==> config.mk <==
export PLATFORM = sky130hd
export DESIGN_NAME = sr_flag_arbiter
export DESIGN_NICKNAME = d
export VERILOG_FILES = /design/src/rtl/sr_flag_arbiter.sv
export SDC_FILE = /design/constraint.sdc
export NUM_CORES = 1
export LEC_CHECK = 0
export ABC_CLOCK_PERIOD_IN_PS = 2600
export BUFFER_PORTS_ARGS = -buffer_cell sky130_fd_sc_hd__buf_2
export CAP_MARGIN = 20
export CORE_UTILIZATION = 47
export DETAILED_ROUTE_END_ITERATION = 16
export PLACE_DENSITY = 0.77
export SETUP_SLACK_MARGIN = 0.05
export SLEW_MARGIN = 20
export SYNTH_ARGS = -nofsm -noshare
export SYNTH_HDL_FRONTEND = slang
export SYNTH_SLANG_ARGS = --single-unit
export TNS_END_PERCENT = 100
==> constraint.sdc <==
create_clock -name clock -period 2.6 [get_ports clock]
set_input_delay 0.78 -clock clock [delete_from_list [all_inputs] [get_ports clock]]
set_output_delay 0.78 -clock clock [all_outputs]
set_load 0.01 [all_outputs]
==> src/rtl/sr_flag_arbiter.sv <==
// -----------------------------------------------------------------------------
// sr_flag_arbiter
//
// Round-robin arbiter in front of a shared bank of SR status flags. Each
// requester presents a set/reset command aimed at one flag. One command is
// granted per clock and applied to its flag. Illegal commands are reported on
// err/err_src. Illegal means s=r=1, or an index beyond the bank.
//
// Parameters
//   NREQ   number of requesters (2..8)
//   NFLAG  number of SR flags (2..32)
//   IDXW   width of one flag index, clog2(NFLAG)
//
// Ports
//   clock    in   rising-edge clock
//   reset    in   asynchronous active-low reset
//   clr      in   synchronous clear of the whole flag bank, no grant that cycle
//   req      in   [NREQ]        per-requester command valid, held until granted
//   cmd_s    in   [NREQ]        per-requester set bit
//   cmd_r    in   [NREQ]        per-requester reset bit
//   cmd_idx  in   [NREQ*IDXW]   packed flag indices, requester k at [k*IDXW +: IDXW]
//   gnt      out  [NREQ]        registered one-hot grant, one cycle per command
//   q        out  [NFLAG]       flag values
//   qbar     out  [NFLAG]       bitwise complement of q
//   err      out                one-cycle pulse for a granted illegal command
//   err_src  out  [clog2(NREQ)] requester behind the most recent err
// -----------------------------------------------------------------------------
module sr_flag_arbiter #(
    parameter int NREQ  = 4,
    parameter int NFLAG = 8,
    parameter int IDXW  = $clog2(NFLAG)
) (
    input  logic                     clock,
    input  logic                     reset,
    input  logic                     clr,
    input  logic [NREQ-1:0]          req,
    input  logic [NREQ-1:0]          cmd_s,
    input  logic [NREQ-1:0]          cmd_r,
    input  logic [NREQ*IDXW-1:0]     cmd_idx,
    output logic [NREQ-1:0]          gnt,
    output logic [NFLAG-1:0]         q,
    output logic [NFLAG-1:0]         qbar,
    output logic                     err,
    output logic [$clog2(NREQ)-1:0]  err_src
);

    localparam int PW = $clog2(NREQ);

    // -------------------------------------------------------------------------
    // State
    // -------------------------------------------------------------------------
    logic [PW-1:0]    ptr_reg;
    logic [PW-1:0]    ptr_next;
    logic [NREQ-1:0]  gnt_reg;
    logic [NREQ-1:0]  gnt_next;
    logic             err_reg;
    logic             err_next;
    logic [PW-1:0]    err_src_reg;
    logic [PW-1:0]    err_src_next;
    logic [NFLAG-1:0] q_reg;
    logic [NFLAG-1:0] q_next;

    // -------------------------------------------------------------------------
    // Round-robin selection
    //
    // Requests at or above the pointer form the "upper" set. If that set is
    // non-empty its lowest member wins. Otherwise the scan has wrapped, and the
    // lowest request overall wins. This is equivalent to scanning upward from
    // the pointer with wrap-around.
    // -------------------------------------------------------------------------
    logic [NREQ-1:0] hi_mask;
    logic [NREQ-1:0] req_hi;
    logic [NREQ-1:0] sel_vec;
    logic            win_valid;
    logic [PW-1:0]   win_idx;

    genvar gi;
    generate
        for (gi = 0; gi < NREQ; gi++) begin : g_mask
            assign hi_mask[gi] = (PW'(gi) >= ptr_reg);
        end
    endgenerate

    assign req_hi    = req & hi_mask;
    assign sel_vec   = (|req_hi) ? req_hi : req;
    assign win_valid = |req;

    // Lowest set bit of sel_vec. The loop runs downward so that the last
    // assignment to win_idx is the lowest index.
    always_comb begin
        win_idx = '0;
        for (int k = NREQ - 1; k >= 0; k--) begin
            if (sel_vec[k]) begin
                win_idx = PW'(k);
            end
        end
    end

    // -------------------------------------------------------------------------
    // Command decode for the winning requester
    // -------------------------------------------------------------------------
    logic [IDXW-1:0] idx_arr [NREQ];

    generate
        for (gi = 0; gi < NREQ; gi++) begin : g_unpack
            assign idx_arr[gi] = cmd_idx[gi*IDXW +: IDXW];
        end
    endgenerate

    logic            sel_s;
    logic            sel_r;
    logic [IDXW-1:0] sel_idx;
    logic            idx_bad;
    logic            illegal;
    logic            accept;
    logic            cmd_ok;

    assign sel_s   = cmd_s[win_idx];
    assign sel_r   = cmd_r[win_idx];
    assign sel_idx = idx_arr[win_idx];

    // An out-of-range index is only possible when NFLAG is not a power of two.
    // Skipping the compare otherwise avoids a constant-false comparison.
    generate
        if (NFLAG < (1 << IDXW)) begin : g_idx_range
            assign idx_bad = ({1'b0, sel_idx} >= (IDXW+1)'(NFLAG));
        end else begin : g_idx_full
            assign idx_bad = 1'b0;
        end
    endgenerate

    // A grant happens whenever someone requests and the bank is not being
    // cleared. A no-op (s=r=0) still consumes its grant.
    assign accept  = win_valid & ~clr;
    assign illegal = (sel_s & sel_r) | idx_bad;
    assign cmd_ok  = accept & ~illegal;

    // -------------------------------------------------------------------------
    // Flag bank: per-flag set/reset strobes. At most one strobe is active per
    // cycle, because only the single granted command can drive them.
    // -------------------------------------------------------------------------
    logic [NFLAG-1:0] set_mask;
    logic [NFLAG-1:0] rst_mask;

    generate
        for (gi = 0; gi < NFLAG; gi++) begin : g_flag
            logic hit;
            assign hit          = cmd_ok & (sel_idx == IDXW'(gi));
            assign set_mask[gi] = hit & sel_s;
            assign rst_mask[gi] = hit & sel_r;
        end
    endgenerate

    // -------------------------------------------------------------------------
    // Next-state logic
    // -------------------------------------------------------------------------
    always_comb begin
        ptr_next     = ptr_reg;
        gnt_next     = '0;
        err_next     = 1'b0;
        err_src_next = err_src_reg;
        q_next       = (q_reg | set_mask) & ~rst_mask;

        if (clr) begin
            q_next = '0;
        end

        if (accept) begin
            gnt_next = NREQ'(1) << win_idx;
            ptr_next = (win_idx == PW'(NREQ - 1)) ? '0 : win_idx + PW'(1);
            if (illegal) begin
                err_next     = 1'b1;
                err_src_next = win_idx;
            end
        end
    end

    // -------------------------------------------------------------------------
    // Registers
    // -------------------------------------------------------------------------
    always_ff @(posedge clock or negedge reset) begin
        if (!reset) begin
            ptr_reg     <= '0;
            gnt_reg     <= '0;
            err_reg     <= 1'b0;
            err_src_reg <= '0;
            q_reg       <= '0;
        end else begin
            ptr_reg     <= ptr_next;
            gnt_reg     <= gnt_next;
            err_reg     <= err_next;
            err_src_reg <= err_src_next;
            q_reg       <= q_next;
        end
    end

    // -------------------------------------------------------------------------
    // Outputs
    // -------------------------------------------------------------------------
    assign gnt     = gnt_reg;
    assign q       = q_reg;
    assign qbar    = ~q_reg;
    assign err     = err_reg;
    assign err_src = err_src_reg;

endmodule

==> metrics.yaml <==
status: "finished clean"
reg2reg_depth: 8
largest_reg_flops: 8
clkSinkCount: 17
dieArea_um2: 2773
r2r_start: "ptr_reg[1]"
slew_viol_final: 0
crit_arrival_ns: 2.66
endpoint_kind: "flop"
num_io_pins: 50
timing.slew.headroom_pct: 63.12
routed_wl_um: 3008
synth-seq-cells: 17
die_w_um: 52.66
dp_hpwl_um: 2430
overflow: 0
setup_viol: 0
postRouteAntennaNets: 0
synth.largest_area_cell: "dfrtp_1"
vias_per_cell: 5.704
synth_area_leaders: "dfrtp_1 35%, mux2i_1 5.8%, a221oi_1 4.4%, ha_1 4.1%, nand4_1 4.1%"
synth_seq_area_share_pct: 35.27
gp_congestion: 0.7884
crit_type: "in2reg"
syn_to_final_growth_pct: 36.31
grt_usage_pct: 24.08
synth_area_um2: 1206
clk_pin_slew_worst_paths_ns: 0.10
skew_ns: 0.0009343
power_density_nw_per_um2: 776.0
p_leak_nw: 0.7840
max_freq_ghz: 0.4084
drv_cap: 0
hold_path_class: "in2async"
synth.avg_cell_area_um2: 10.77
cts_tree: "done"
clkLatencyLatePin_ns: 0.30
drtIter0Drc: 31
worstPathMaxFanout: 10
dieHeight_um: 52.66
critical_path_required_ns: 2.81
synth.net_count: 143
io_buffer_count: 49
fin_crit_ns: 2.449
vias: 1175
cp-startpoint: "req[3]"
cts_buffers: 3
grt_pass1_wl_um: 4816
num_rows: 17
clk_path_buf_depth: 2
place_inst: 201
grt_pass1_vias: 1087
core-area_um2: 2318
routedWlPerCell_um: 14.60
ir_drop_v: 0.0005546
firstDrtPassIters: 4
hold_viol: 0
fin_cells: 206
syn_inst: 112
synth_top_area_share_pct: 35.27
rsz0062_at_grt: "false"
clockRootBuffer: "clkbuf_4"
yosys.cell_types.count: 39
tightest_slew_ns: 0.5511
fin_nets: 210
route.detailed.drc: 0
synth_warnings: 0
worst_setup_path_start_kind: "input port"
htreeDepth: 1
whs_ns: 0.3865
antenna_found_initial: 0
drive_gt1_share_pct: 52.81
initial_core_util_pct: 52.02
min_period_over_period_pct: 94.19
diodes: 0
grt_max_degree: 18
report_power, final:
group          internal [mW]  total [mW]  switching (mW)
Sequential             0.317       0.359          0.0415
Combinational          0.359       0.770           0.411
Clock                 0.0573       0.147          0.0896
Total                  0.734        1.28           0.542
cells in the final DEF, fill, tap and decap left out, types with 3 or more instances in the layout:
master     n
ha_1       4
a221oi_2   7
clkbuf_4   4
inv_1     11
nand3_1    4
dfrtp_1   17
mux2i_1    7
and3_1     4
buf_2     48
and2_1     5
nor2_1     3
buf_4     16
mux2_2     3
nand4_1    8
nor3_1     4
logic make-up (layout without fill, tap and decap cells):
| family | count (synthesis) | in the layout | synth area share, % |
|---|---|---|---|
| adders and majority gates | 4 | 4 | 4.150 |
| DFF | 17 | 17 | 35.27 |
| AOI/OAI and AO/OA | 23 | 23 | 20.43 |
| and+or+nand+nor | 40 | 40 | 22.72 |
| buffers and inverters | 16 | 82 | 6.950 |
| muxes | 12 | 12 | 10.48 |
Yosys cell counts (all sizes together):
| cell | instances |
|---|---|
| and4bb | 1 |
| nor4 | 2 |
| mux2 | 5 |
| mux2i | 7 |
| nor2b | 1 |
| nor3 | 4 |
| a211oi | 5 |
| and3b | 1 |
| o221a | 1 |
| nor2 | 4 |
| and2 | 7 |
| a21oi | 2 |
| o221ai | 1 |
| o21ai | 3 |
| nand3b | 1 |
| o41a | 1 |
| nand4 | 8 |
| or2 | 1 |
| and3 | 4 |
| dfrtp | 17 |
| clkbuf | 1 |
| nand2 | 1 |
| o21a | 1 |
| a221oi | 9 |
| ha | 4 |
| buf | 3 |
| nand3 | 4 |
| nand2b | 1 |
| inv | 12 |
critical path, cell delays in order:
cell and delay (ns):
clkbuf_4 0.15, and3b_1 0.21, o21ai_2 0.19, and3_1 0.24
a211oi_4 0.06, o41a_1 0.43, buf_6 0.15, and2_4 0.18
a221oi_2 0.27
final cells by class:
type / instances / area [um^2]
fill: 183 / 674.4
sequential: 17 / 425.4
inverter: 12 / 50.05
timing repair buffer: 66 / 379.1
clock buffer: 3 / 22.52
tap: 28 / 35.03
clock inverter: 1 / 5.005
multi-input combinational: 79 / 726.9
worst paths after layout:
check / endpoint / slack (ns)
max: q[2] / 0.15
min: ptr_reg[0] / 0.39
max reg2reg: q[2] / 0.23
min reg2reg: err_src[0] / 0.51
max in group asynchronous: q[2] / 1.94
min in group clock: err_src[0] / 0.51
metal layers:
layer / vias up / share of wire [%] / GRT usage, %
li1: 555 / - / -
met1: 577 / 42 / 28.72
met2: 39 / 52 / 43.67
met3: 4 / 4.3 / 3.188
met4: 0 / 1.1 / 7.895
met5: - / 0 / 0
repair_timing:
action                     4_1_cts  5_1_grt
setup buffers                    0        1
gates resized for setup          0        7
pin swaps                        1        4
hold buffers                     0        0
setup endpoints to repair        1       10
through the flow:
stage / worst slack [ns] / power (mW) / area [um^2] / setup TNS [ns] / util [%]
floorplan: 0.1207 / 0.8529 / 1206 / 0 / -
global placement: -0.1122 / 1.070 / 1573 / -1.041 / 67.84
detailed placement: -0.2702 / 1.104 / 1573 / -1.761 / 67.84
CTS: 0.05366 / 1.252 / 1600 / 0 / 69.02
global route: 0.05757 / 1.367 / 1644 / 0 / 70.91
finish: 0.1511 / 1.276 / 1644 / 0 / 70.91
Note: power is estimated with default switching activity, not from simulation.
